$ cat config.mk
export PLATFORM = sky130hd
export DESIGN_NAME = pipeline_skid_register
export DESIGN_NICKNAME = d
export VERILOG_FILES = /design/src/rtl/pipeline_skid_register.sv
export SDC_FILE = /design/constraint.sdc
export NUM_CORES = 1
export LEC_CHECK = 0
export CAP_MARGIN = 20
export CORE_MARGIN = 2
export CORE_UTILIZATION = 40
export CTS_BUF_LIST = sky130_fd_sc_hd__clkbuf_16
export DETAILED_ROUTE_END_ITERATION = 10
export DONT_BUFFER_PORTS = 1
export GPL_ROUTABILITY_DRIVEN = 0
export PLACE_DENSITY_LB_ADDON = 0.2
export SETUP_SLACK_MARGIN = 0.1
export SLEW_MARGIN = 30
export SYNTH_ARGS = -nofsm -noshare
export SYNTH_HDL_FRONTEND = slang
export SYNTH_SLANG_ARGS = --single-unit
$ cat constraint.sdc
create_clock -name clk -period 4.1 [get_ports clk]
set_input_delay 0.615 -clock clk [delete_from_list [all_inputs] [get_ports clk]]
set_output_delay 0.615 -clock clk [all_outputs]
set_load 0.01 [all_outputs]
$ cat src/rtl/pipeline_skid_register.sv
// pipeline_skid_register: 2-entry skid buffer between pipeline stages.
// The main slot drives out_data and the skid slot catches the one word that
// can arrive while the consumer stalls. in_ready is decoded from the state
// register only, so there is no combinational path from out_ready to in_ready.
// Optional feature: define PIPE_SKID_FLUSH_EN to get the flush port.
module pipeline_skid_register #(
  parameter int WORD_LENGTH = 32
) (
  input  logic                   clk,
  input  logic                   reset,
  input  logic                   in_valid,
  output logic                   in_ready,
  input  logic [WORD_LENGTH-1:0] in_data,
  output logic                   out_valid,
  input  logic                   out_ready,
`ifdef PIPE_SKID_FLUSH_EN
  input  logic                   flush,
`endif
  output logic [WORD_LENGTH-1:0] out_data
);

  localparam logic [1:0] EMPTY = 2'd0;
  localparam logic [1:0] BUSY  = 2'd1;
  localparam logic [1:0] FULL  = 2'd2;

  logic [1:0]             state;
  logic [WORD_LENGTH-1:0] main_data;
  logic [WORD_LENGTH-1:0] skid_data;
  logic                   in_fire;
  logic                   out_fire;
  logic                   flush_req;

`ifdef PIPE_SKID_FLUSH_EN
  assign flush_req = flush;
`else
  assign flush_req = 1'b0;
`endif

  // Handshake flags are pure decodes of the registered state.
  assign in_ready  = (state != FULL);
  assign out_valid = (state == BUSY) || (state == FULL);
  assign out_data  = main_data;
  assign in_fire   = in_valid & in_ready;
  assign out_fire  = out_valid & out_ready;

  // State and slot updates; reset beats flush, flush beats both handshakes.
  always_ff @(posedge clk) begin
    if (!reset) begin
      state     <= EMPTY;
      main_data <= '0;
      skid_data <= '0;
    end else if (flush_req) begin
      // Contents are marked invalid but the data registers are left alone.
      state <= EMPTY;
    end else begin
      case (state)
        EMPTY: begin
          if (in_fire) begin
            main_data <= in_data;
            state     <= BUSY;
          end
        end
        BUSY: begin
          if (in_fire && out_fire) begin
            main_data <= in_data;
          end else if (in_fire) begin
            skid_data <= in_data;
            state     <= FULL;
          end else if (out_fire) begin
            // out_data keeps its last value while invalid.
            state <= EMPTY;
          end
        end
        FULL: begin
          // in_ready is low here, so in_valid cannot fire.
          if (out_fire) begin
            main_data <= skid_data;
            state     <= BUSY;
          end
        end
        default: state <= EMPTY;
      endcase
    end
  end

endmodule

Word-level counts from Yosys, hierarchy flattened
Cells that the tools add are included.
W data, S select, Z words.

storage, ports and cells
  word-level logic and storage cells = 31
  bits in registers = 66
  output and inout bits = 34
  input port bits = 36

operators by class
  reductions and logical operators = 7
  bitwise gates (word level) = 3
  eq/ne operators = 8
  muxes and demuxes = 10

operators with widths
  cell                  number
  $mux W32              3
  $pmux W32 S3          1
  $mux W2               5
  $ne A2 B2 Y1 const B  4
  $reduce_and A4 Y1     2
  $pmux W2 S3           1
  $ne A3 B3 Y1 const B  1
  $reduce_and A3 Y1     1
  $reduce_bool A3 Y1    1
  $and A1 B1 Y1         2
  $eq A2 B1 Y1 const B  1
  $eq A2 B2 Y1 const B  1
  $logic_not A2 Y1      1
  $ne A2 B1 Y1 const B  1
  $logic_and A1 B1 Y1   1
  $logic_or A1 B1 Y1    1
  $not A1 Y1            1

Depth between registers and ports, before layout
  word-level depth = 7
  gate-level depth with buffers = 9
  gate-level depth less buffers = 6

Worst setup path before layout
No wires, ideal clock.

  kind = reg-to-reg
  start = reg state[0]
  end = reg main_data[0], in the netlist out_data[0]
  data arrival time = 1614 ps
  library setup time = 116 ps
  required time = 3984 ps
  cell stages (with the launch flop) = 9
  path slack = 2370 ps
  path buffers = 2
  cells stage by stage = dfxtp_1 > inv_1 > ha_1 > nand4b_4 > a21oi_4 > and2_1 > buf_4 > buf_6 > o211a_1

on the way
  word-level cells in the longest chain between the ends = 6
  elaborated cells between the ends (all ways) = 14

ends and longest elaborated chain
  what                                          line  RTL
  from (decl)                                   26    logic [1:0] state;
  from (signal assigned)                        49    state <= EMPTY;
  from (signal assigned)                        54    state <= EMPTY;
  from (signal assigned)                        60    state <= BUSY;
  $eq A2 B1 Y1 or $eq A2 B2 Y1 (tied branches)  41    assign out_valid = (state == BUSY) || (state == FULL);
  $logic_or A1 B1 Y1 (*)                        41
  net out_valid                                 14    output logic out_valid,
  $and A1 B1 Y1 (*)                             44    assign out_fire = out_valid & out_ready;
  $logic_and A1 B1 Y1                           64    if (in_fire && out_fire) begin
  $ne A2 B1 Y1 (no line)                        -
  $reduce_and A4 Y1 (no line) (*)               -
  to (signal assigned)                          59    main_data <= in_data;
  to (signal assigned)                          65    main_data <= in_data;
  to (signal assigned)                          77    main_data <= skid_data;
  to (decl)                                     27    logic [WORD_LENGTH-1:0] main_data;

Mark *: on every way through the listed nets, which the timed path passes. The rest lies on a longest branch.
A chain may end at the register's enable or synchronous reset.

Worst setup path in the final report
  start = reg state[0]
  end = reg main_data[2], in the netlist out_data[2]

Same word-level chain as after synthesis.

==> results.yml <==
status:
  status: "complete, no violations"
layout:
  multiInputGateArea_um2: 1480
  drive_gt1_share_pct: 8.12
  fin_util_pct: 45.6
  area_growth_pct: 10.6
  fillCellCount: 719
  final_cell_area_um2: 3290
  seq_area_um2: 1320
  antennaDiodeCount: 0
  fin_nets: 343
critical_path:
  crit_path_frequent_cell: "buf_4"
  crit_type: "flop to flop"
  path_cells: "inv_1, ha_1, nand4b_4, a21oi_4, buf_4, and2_1, buf_4, o211a_1"
  start_kind: "flop"
  crit_path_end_kind: "flop"
  worstPathRequired_ps: 4360
  cpMaxStageDelayCell: "ha_1"
  slowest_delay_ps: 410
  cp.arrival_ps: 2700
  critPathMaxFanout: 33
clock_tree:
  clk_pin_slew_ps: 60
  postCtsHoldBufs: 0
  cts_root_buffer: "clkbuf_16"
  numCtsBuffers: 9
  cts-htree-levels: 3
  clockBufferDepth: 2
  cts_tree: "built"
  post-cts-setup-buffer-count: 0
  cts_resized: 0
  cts_sinks: 66
  clkLatencyLatePin_ps: 320
place:
  dp_slack_ps: 1680
  dpl.hpwl_mm: 4.14
  numPortBuffers: 0
  dpl_cell_area_um2: 2990
floorplan:
  coreArea_um2: 7210
  die_height_um: 90.2
  num_rows: 31
  die_w_um: 90.2
  initial_core_util_pct: 41.2
  pin_count: 70
  die_area_um2: 8140
timing:
  hold_violations: 0
  finalCritPeriodShare_pct: 59.5
  max_clock_freq_ghz: 0.410
  fin_skew_ps: 3.17
  setup-tns-final_ps: 0
  rsz0062_at_grt: "no"
  drv_slew: 0
  fin_ws_ps: 1660
  tightest_slew_ps: 632
  slew_headroom_pct: 57.9
  finalCriticalPeriod_ps: 2440
  setup_violations: 0
flow_run:
  cap_violations: 0
synth:
  synthFlopType: "dfxtp_1"
  ys_types: 24
  synthesis.area_um2: 2970
  synth-warning-count: 0
  netlist_instances: 314
  synth-seq-area-share_pct: 44.4
  ys_ff_latch: 66
  synthesis.nets: 354
  syn_avg_cell_area_um2: 9.47
  async_reset_ff_share_pct: 0
  synth_edf_count: 0
pwr:
  p_total_mw: 2.55
  worst_ir_drop_vdd_v: 0.000273
  powerDensity_nw_per_um2: 776
  p_leak_nw: 1.43
drt:
  ant_nets: 0
  routedWlPerCell_um: 16.5
  routed-via-count: 2164
  drc: 0
  wirelength_mm: 6.72
  drtIter0Drc: 96
  first_pass_iters: 4
  vias_per_cell: 5.32
global_routing:
  grt_pass1_wl_mm: 11.2
  grt_max_degree: 69
  overflow: 0
  grt_pass1_vias: 2090
  globalRouteTotalUtil_pct: 17.2
  antenna_found_initial: 0
hold_path:
  min_path_type: "primary input to flop"
## logic make-up (layout without fill, tap and decap cells)
logic type / count (synthesis) / count (layout) / synth area share (%)
mux: 33 / 33 / 11.1
compound gates: 71 / 71 / 21.0
flops: 66 / 66 / 44.4
buf+inv: 33 / 27 / 5.72
fa+ha+maj: 4 / 4 / 1.68
simple gates: 107 / 107 / 16.1
## registers in the layout, summed over array words and instances (netlist names)
signal / cells
out_data: 32
state: 2
skid_data: 32
## where the power goes
| part | internal (mW) | total, mW | leakage (nW) | switching, mW |
|---|---|---|---|---|
| Combinational | 0.308 | 0.764 | 0.753 | 0.457 |
| Clock | 0.468 | 0.748 | 0.137 | 0.280 |
| Sequential | 0.840 | 1.04 | 0.542 | 0.198 |
| Total | 1.62 | 2.55 | 1.43 | 0.935 |
## metrics by stage
stage / hold slack [ps] / instances
floorplan: 435 / 314
global placement: 440 / 391
detailed placement: 445 / 391
CTS: 411 / 407
global route: 403 / 407
finish: 423 / 407
## synthesized netlist by cell type (2+ instances only)
| cell type | number | area, um^2 |
|---|---|---|
| and2_1 | 2 | 12.5 |
| o211a_1 | 32 | 320 |
| nand2_1 | 67 | 251 |
| a21boi_1 | 32 | 240 |
| ha_1 | 4 | 50.1 |
| inv_1 | 4 | 15.0 |
| mux2i_1 | 33 | 330 |
| nand3_1 | 33 | 165 |
| clkbuf_1 | 13 | 48.8 |
| a21oi_1 | 2 | 10.0 |
| dfxtp_1 | 66 | 1320 |
| nor2b_1 | 2 | 12.5 |
| buf_6 | 4 | 45.0 |
| buf_2 | 10 | 50.1 |
## worst max-delay path, delay by kind of cell, from the launching register on
| kind | cells | cell delay (ps) |
|---|---|---|
| compound gates | 2 | 330 |
| fa+ha+maj | 1 | 410 |
| buf+inv | 3 | 780 |
| flops | 1 | 390 |
| simple gates | 2 | 450 |
## path summary, 6_finish.rpt
path,start,to,slack [ps],depth (start not counted)
worst min-delay path,in_data[28],skid_data[28]$_SDFFE_PN0P_,420,2
worst max register to register,state[0]$_SDFFE_PN0P_,out_data[2]$_SDFFE_PN0P_,1660,8
worst min register to register,skid_data[16]$_SDFFE_PN0P_,skid_data[16]$_SDFFE_PN0P_,450,2
worst max-delay path,state[0]$_SDFFE_PN0P_,out_data[2]$_SDFFE_PN0P_,1660,8
## placed cells by master, fill, tap and decap left out, types with 2 or more instances in the layout
cell / count
mux2i_1: 33
nor2b_1: 2
nand3_1: 33
buf_4: 6
ha_1: 3
a21oi_1: 2
clkinv_1: 2
and2_1: 2
o211a_1: 32
clkinvlp_4: 2
clkinv_4: 2
inv_1: 4
dfxtp_1: 66
clkbuf_16: 9
a21boi_1: 32
nand2_1: 67
## final cells by class
cell class | instances | share of cell area, %
sequential | 66 | 40.2
clock buffer | 9 | 6.85
inverter | 5 | 0.571
tap | 99 | 3.77
clock inverter | 7 | 2.13
multi-input combinational | 215 | 45.1
timing repair buffer | 6 | 1.37
## per-layer routing
metal	GRT usage [%]	up-vias	routed length, um
met5	0	-	0
met4	4.62	0	29
met3	7.88	2	485
met2	27.4	57	3170
met1	21.1	1026	3030
li1	-	1079	-
(Power assumes the default switching activity.)
